### src/rtl/instr_prefetch_queue.sv
// rtl/instr_prefetch_queue.sv - instruction prefetch queue with credit-based fetch issue
//
// Fetches instruction bytes ahead of the IR1 stage into a DEPTH-entry circular
// buffer. A fetch is only issued when the buffer is guaranteed to have space
// for the byte when it returns, one cycle later.
//
// Ports:
//   clock        single clock, rising edge
//   reset        synchronous active-high reset
//   enable       1 = issue fetches, 0 = stop issuing
//   mem_rd       fetch request to the instruction read port
//   mem_addr     fetch address (current fetch pc)
//   mem_q        instruction byte, valid the cycle after mem_rd
//   deq_valid    head entry valid
//   deq_ready    consumer accepts head entry this cycle
//   deq_instr    head instruction byte
//   deq_pc       address the head instruction was fetched from
//   redirect     taken branch/jump: flush queue and refetch
//   redirect_pc  new fetch address when redirect=1
//   count        number of valid entries, 0..DEPTH
module instr_prefetch_queue #(
    parameter int         DEPTH    = 4,
    parameter logic [7:0] RESET_PC = 8'h00
) (
    input  logic       clock,
    input  logic       reset,
    input  logic       enable,
    output logic       mem_rd,
    output logic [7:0] mem_addr,
    input  logic [7:0] mem_q,
    output logic       deq_valid,
    input  logic       deq_ready,
    output logic [7:0] deq_instr,
    output logic [7:0] deq_pc,
    input  logic       redirect,
    input  logic [7:0] redirect_pc,
    output logic [3:0] count
);

    localparam int PW = (DEPTH > 1) ? $clog2(DEPTH) : 1;

    typedef enum logic [1:0] {
        IDLE  = 2'b00,
        RUN   = 2'b01,
        FLUSH = 2'b10
    } state_t;

    state_t        state;
    state_t        state_next;
    logic [7:0]    fpc;
    logic          infl;
    logic [7:0]    infl_pc;
    logic [PW-1:0] rd_ptr;
    logic [PW-1:0] wr_ptr;
    logic [7:0]    instr_mem [DEPTH];
    logic [7:0]    pc_mem    [DEPTH];

    logic [4:0]    occupancy;
    logic          credit_ok;
    logic          enq;
    logic          deq;

    // Entries already held plus the byte still on its way back must leave room
    // for one more, so a returning byte can never find the buffer full.
    assign occupancy = {1'b0, count} + {4'b0000, infl};
    assign credit_ok = occupancy < 5'(DEPTH);

    assign mem_rd    = (state == RUN) && !redirect && !reset && credit_ok;
    assign mem_addr  = fpc;

    assign deq_valid = (count != 4'd0);
    assign deq_instr = instr_mem[rd_ptr];
    assign deq_pc    = pc_mem[rd_ptr];

    assign enq = infl && !redirect;
    assign deq = deq_valid && deq_ready && !redirect;

    always_comb begin
        state_next = state;
        if (redirect) begin
            state_next = FLUSH;
        end else begin
            case (state)
                IDLE:    state_next = enable ? RUN : IDLE;
                RUN:     state_next = enable ? RUN : IDLE;
                FLUSH:   state_next = enable ? RUN : IDLE;
                default: state_next = IDLE;
            endcase
        end
    end

    always_ff @(posedge clock) begin
        if (reset) begin
            state <= IDLE;
        end else begin
            state <= state_next;
        end
    end

    always_ff @(posedge clock) begin
        if (reset) begin
            fpc     <= RESET_PC;
            infl    <= 1'b0;
            infl_pc <= 8'h00;
            rd_ptr  <= '0;
            wr_ptr  <= '0;
            count   <= 4'd0;
            for (int i = 0; i < DEPTH; i++) begin
                instr_mem[i] <= 8'h00;
                pc_mem[i]    <= 8'h00;
            end
        end else begin
            // mem_rd is forced low during redirect, so this also drops any
            // byte that would otherwise be captured next cycle.
            infl <= mem_rd;
            if (redirect) begin
                fpc    <= redirect_pc;
                rd_ptr <= '0;
                wr_ptr <= '0;
                count  <= 4'd0;
            end else begin
                if (mem_rd) begin
                    fpc     <= fpc + 8'd1;
                    infl_pc <= fpc;
                end
                if (enq) begin
                    instr_mem[wr_ptr] <= mem_q;
                    pc_mem[wr_ptr]    <= infl_pc;
                    wr_ptr <= (wr_ptr == PW'(DEPTH - 1)) ? '0 : wr_ptr + 1'b1;
                end
                if (deq) begin
                    rd_ptr <= (rd_ptr == PW'(DEPTH - 1)) ? '0 : rd_ptr + 1'b1;
                end
                case ({enq, deq})
                    2'b10:   count <= count + 4'd1;
                    2'b01:   count <= count - 4'd1;
                    default: count <= count;
                endcase
            end
        end
    end

endmodule

### config.mk
export PLATFORM = sky130hd
export DESIGN_NAME = instr_prefetch_queue
export DESIGN_NICKNAME = d
export VERILOG_FILES = /design/src/rtl/instr_prefetch_queue.sv
export SDC_FILE = /design/constraint.sdc
export NUM_CORES = 1
export LEC_CHECK = 0
export CORE_MARGIN = 2
export CORE_UTILIZATION = 50
export DETAILED_ROUTE_END_ITERATION = 6
export PLACE_DENSITY_LB_ADDON = 0.05
export SLEW_MARGIN = 30
export SYNTH_ARGS = -nofsm -noshare
export SYNTH_HDL_FRONTEND = slang
export SYNTH_SLANG_ARGS = --single-unit
### constraint.sdc
create_clock -name clock -period 2.6 [get_ports clock]
set_input_delay 0.52 -clock clock [delete_from_list [all_inputs] [get_ports clock]]
set_output_delay 0.52 -clock clock [all_outputs]
set_load 0.005 [all_outputs]
==> impl_metrics.env <==
export IMPL_status="completed"
export IMPL_top_usage_layer="met2"
export IMPL_antenna_cells=0
export IMPL_synth_compound_area_frac=0.0377
export IMPL_grt_met2_usage=0.326
export IMPL_reg2reg_to="count[2]$_SDFFE_PP0P_"
export IMPL_ys_flop_type="edfxtp_1"
export IMPL_die_h_um=94.8
export IMPL_viasPerCell=5.27
export IMPL_arrival_ps=1960
export IMPL_setup_tns_ps=0
export IMPL_antenna_found_initial=0
export IMPL_period_minus_slack_ps=2480
export IMPL_drt_iter0_drc=81
export IMPL_setup_viol=0
export IMPL_multi_input_area_um2=1540
export IMPL_end_kind="output port"
export IMPL_grt_usage=0.197
export IMPL_async_flop_share=0
export IMPL_clock_skew_ps=11.8
export IMPL_ys_ff_latch=93
export IMPL_rows=33
export IMPL_drtPass1Iterations=4
export IMPL_die_area_um2=8980
export IMPL_vias=2541
export IMPL_num_io_pins=51
export IMPL_numClockSinks=93
export IMPL_start_kind="input pin"
export IMPL_ant_nets=0
export IMPL_core_um2=8090
export IMPL_io_buffers=50
export IMPL_clock_path_buffers=2
export IMPL_overflow=0
export IMPL_synthTopCellsByArea="edfxtp_1, dfxtp_1, and2_1, mux4_2, mux2i_1"
export IMPL_maxSlewViolCount=0
export IMPL_grt_setup_unrepaired="false"
export IMPL_worstPathRequired_ps=2080
export IMPL_drc=0
export IMPL_fin_crit_sh=0.953
export IMPL_root_buffer="clkbuf_8"
export IMPL_gp_congestion=0.809
export IMPL_use_met1=0.260
export IMPL_syn_nets=333
export IMPL_r2r_slack_ps=310
export IMPL_grt_pass1_wl_mm=13.1
export IMPL_synth_xor_area_frac=0.0128
export IMPL_grt_start_max_net_pins=28
export IMPL_hp_class="flip-flop to flip-flop"
export IMPL_synth_fa_ha_area_frac=0.0152
export IMPL_cts_tree="done"
export IMPL_avgSynthCellArea_um2=13.4
export IMPL_ir_worst_vdd_v=0.000235
export IMPL_powerDensity_nw_per_um2=523
export IMPL_r2r_start="count[3]$_SDFFE_PP0P_"
export IMPL_timing_worst_slew_pin_value_ps=620
export IMPL_yosys_warnings=0
export IMPL_yosysUniqueCellTypes=45
export IMPL_clock_latency_ps=350
export IMPL_swShare=0.220
export IMPL_area_growth_pct=22.8
export IMPL_fp_dieW_um=94.8
export IMPL_synth_area_leader_cell="edfxtp_1"
export IMPL_syn_inst=307
export IMPL_path_clk_slew_ps=90
export IMPL_comb_power_share=0.062
export IMPL_htreeDepth=3
export IMPL_clock_power_share=0.319
export IMPL_clock_fmax_ghz=0.403
export IMPL_drive_gt1_frac=0.167
export IMPL_synth_top_area_frac=0.467
export IMPL_switchingPower_w=0.000583
export IMPL_finalHoldViolCount=0
export IMPL_power_leakage_nw=1.93
export IMPL_synth_edff_count=64
export IMPL_hpwl_mm=5.11
export IMPL_seq_area_um2=2500
export IMPL_synth_area_mux_share=0.117
export IMPL_mostFrequentLayoutCells="and2_1, edfxtp_1, clkdlybuf4s50_1"
export IMPL_n_fill_cell=677
export IMPL_initial_core_util=0.509
export IMPL_syn_area_um2=4120
export IMPL_r2r_cells=8
export IMPL_power_frac_seq=0.619
export IMPL_grt_pass1_vias=2635
export IMPL_met3_usage=0.0463
export IMPL_yosysSeqAreaShare=0.608
export IMPL_slew_headroom=0.586
export IMPL_detail_route_wirelength_mm=7.93
export IMPL_intPower_w=0.00206
export IMPL_synth_top_family_by_area="simple AND/OR/NAND/NOR gates"
export IMPL_crit_type="input pin to output port"
export IMPL_p_total_w=0.00264
export IMPL_hold_path_cell_count=2
export IMPL_nets=398
export IMPL_path_max_fanout=9
export IMPL_post_drt_wl_per_cell_um=16.5
export IMPL_yosys_area_share_simple=0.189
export IMPL_min_from="rd_ptr[1]$_SDFFE_PP0P_"
export IMPL_drv_cap=0
export IMPL_cts_buffers=9
## worst max path at each step
| stage | start | endpoint | slack [ps] | cells after the start |
|---|---|---|---|---|
| floorplan | redirect | count[2]$_SDFFE_PP0P_ | 240 | 8 |
| finish | redirect | mem_rd | 120 | 5 |
| CTS | redirect | mem_rd | 90 | 5 |
| global placement | redirect | pc_mem[3][3]$_DFFE_PP_ | 20 | 5 |
| detailed placement | redirect | count[2]$_SDFFE_PP0P_ | -40 | 8 |
| global route | redirect | mem_rd | 20 | 5 |
## flip-flops by register name, summed over array words and instances (netlist names), named ones only
| signal | flops |
|---|---|
| rd_ptr | 2 |
| infl_pc | 8 |
| instr_mem | 32 |
| mem_addr | 8 |
| state | 2 |
| count | 4 |
| wr_ptr | 2 |
| pc_mem | 32 |
| infl | 1 |
## logic make-up after synthesis
group                    count (synthesis)
AO/OA/AOI/OAI                           21
XOR/XNOR                                 6
adder cells (fa/ha/maj)                  5
buffers and inverters                   23
flip-flops                              93
multiplexers                            28
AND/OR/NAND/NOR                        131
## what timing repair did
| item | CTS | global route |
|---|---|---|
| endpoints found under the setup margin | 0 | 3 |
| gates resized for setup | 0 | 2 |
| buffers inserted | 0 | 0 |
| hold endpoints to repair | 0 | 0 |
| hold buffers | 0 | 0 |
## critical path, cell delays in order
cell and delay (ps):
clkdlybuf4s50_1 540, nor2_2 180, nand3_1 140, inv_1 90, clkdlybuf4s50_1 490
## metrics by stage
stage	instances	setup WS [ps]	utilization	cell area (um^2)	hold slack [ps]
floorplan	307	237	-	4120	484
global placement	466	25.0	0.603	4880	502
detailed placement	466	-35.4	0.604	4890	516
CTS	482	89.3	0.624	5050	537
global route	482	22.0	0.625	5060	562
finish	482	121	0.625	5060	534
## synth_stat cells, drive strengths merged (2+ instances only)
cell / count
and2: 64
edfxtp: 64
dfxtp: 29
nor2: 25
mux4: 16
clkbuf: 14
mux2i: 12
nand3: 8
nand2: 7
xor2: 6
ha: 5
inv: 5
buf: 4
a211oi: 3
a31oi: 3
and3: 3
nor3: 3
nor4b: 3
o311ai: 3
or2: 3
or3: 3
a21oi: 2
nand2b: 2
nor3b: 2
nor4: 2
o21ai: 2
## final cells by class
class / count / share of cell area
sequential: 93 / 0.495
tap: 105 / 0.0260
inverter: 5 / 0.00371
clock buffer: 11 / 0.0260
multi-input combinational: 191 / 0.304
clock inverter: 5 / 0.00668
timing repair buffer: 72 / 0.139
## power groups by stage
stage | Sequential, W | Combinational (W) | Clock (W)
floorplan | 0.00167 | 0.0000651 | 0
global placement | 0.00167 | 0.000166 | 0
detailed placement | 0.00167 | 0.000166 | 0
CTS | 0.00164 | 0.000167 | 0.000862
global route | 0.00164 | 0.000179 | 0.000931
finish | 0.00164 | 0.000164 | 0.000842
## metal layers
| metal | part of all wire | vias to the layer above |
|---|---|---|
| li1 | - | 1250 |
| met1 | 0.45 | 1231 |
| met2 | 0.50 | 54 |
| met3 | 0.038 | 6 |
| met4 | 0.0098 | 0 |
| met5 | 0 | - |
No activity file was read; power rests on OpenSTA's default activity.
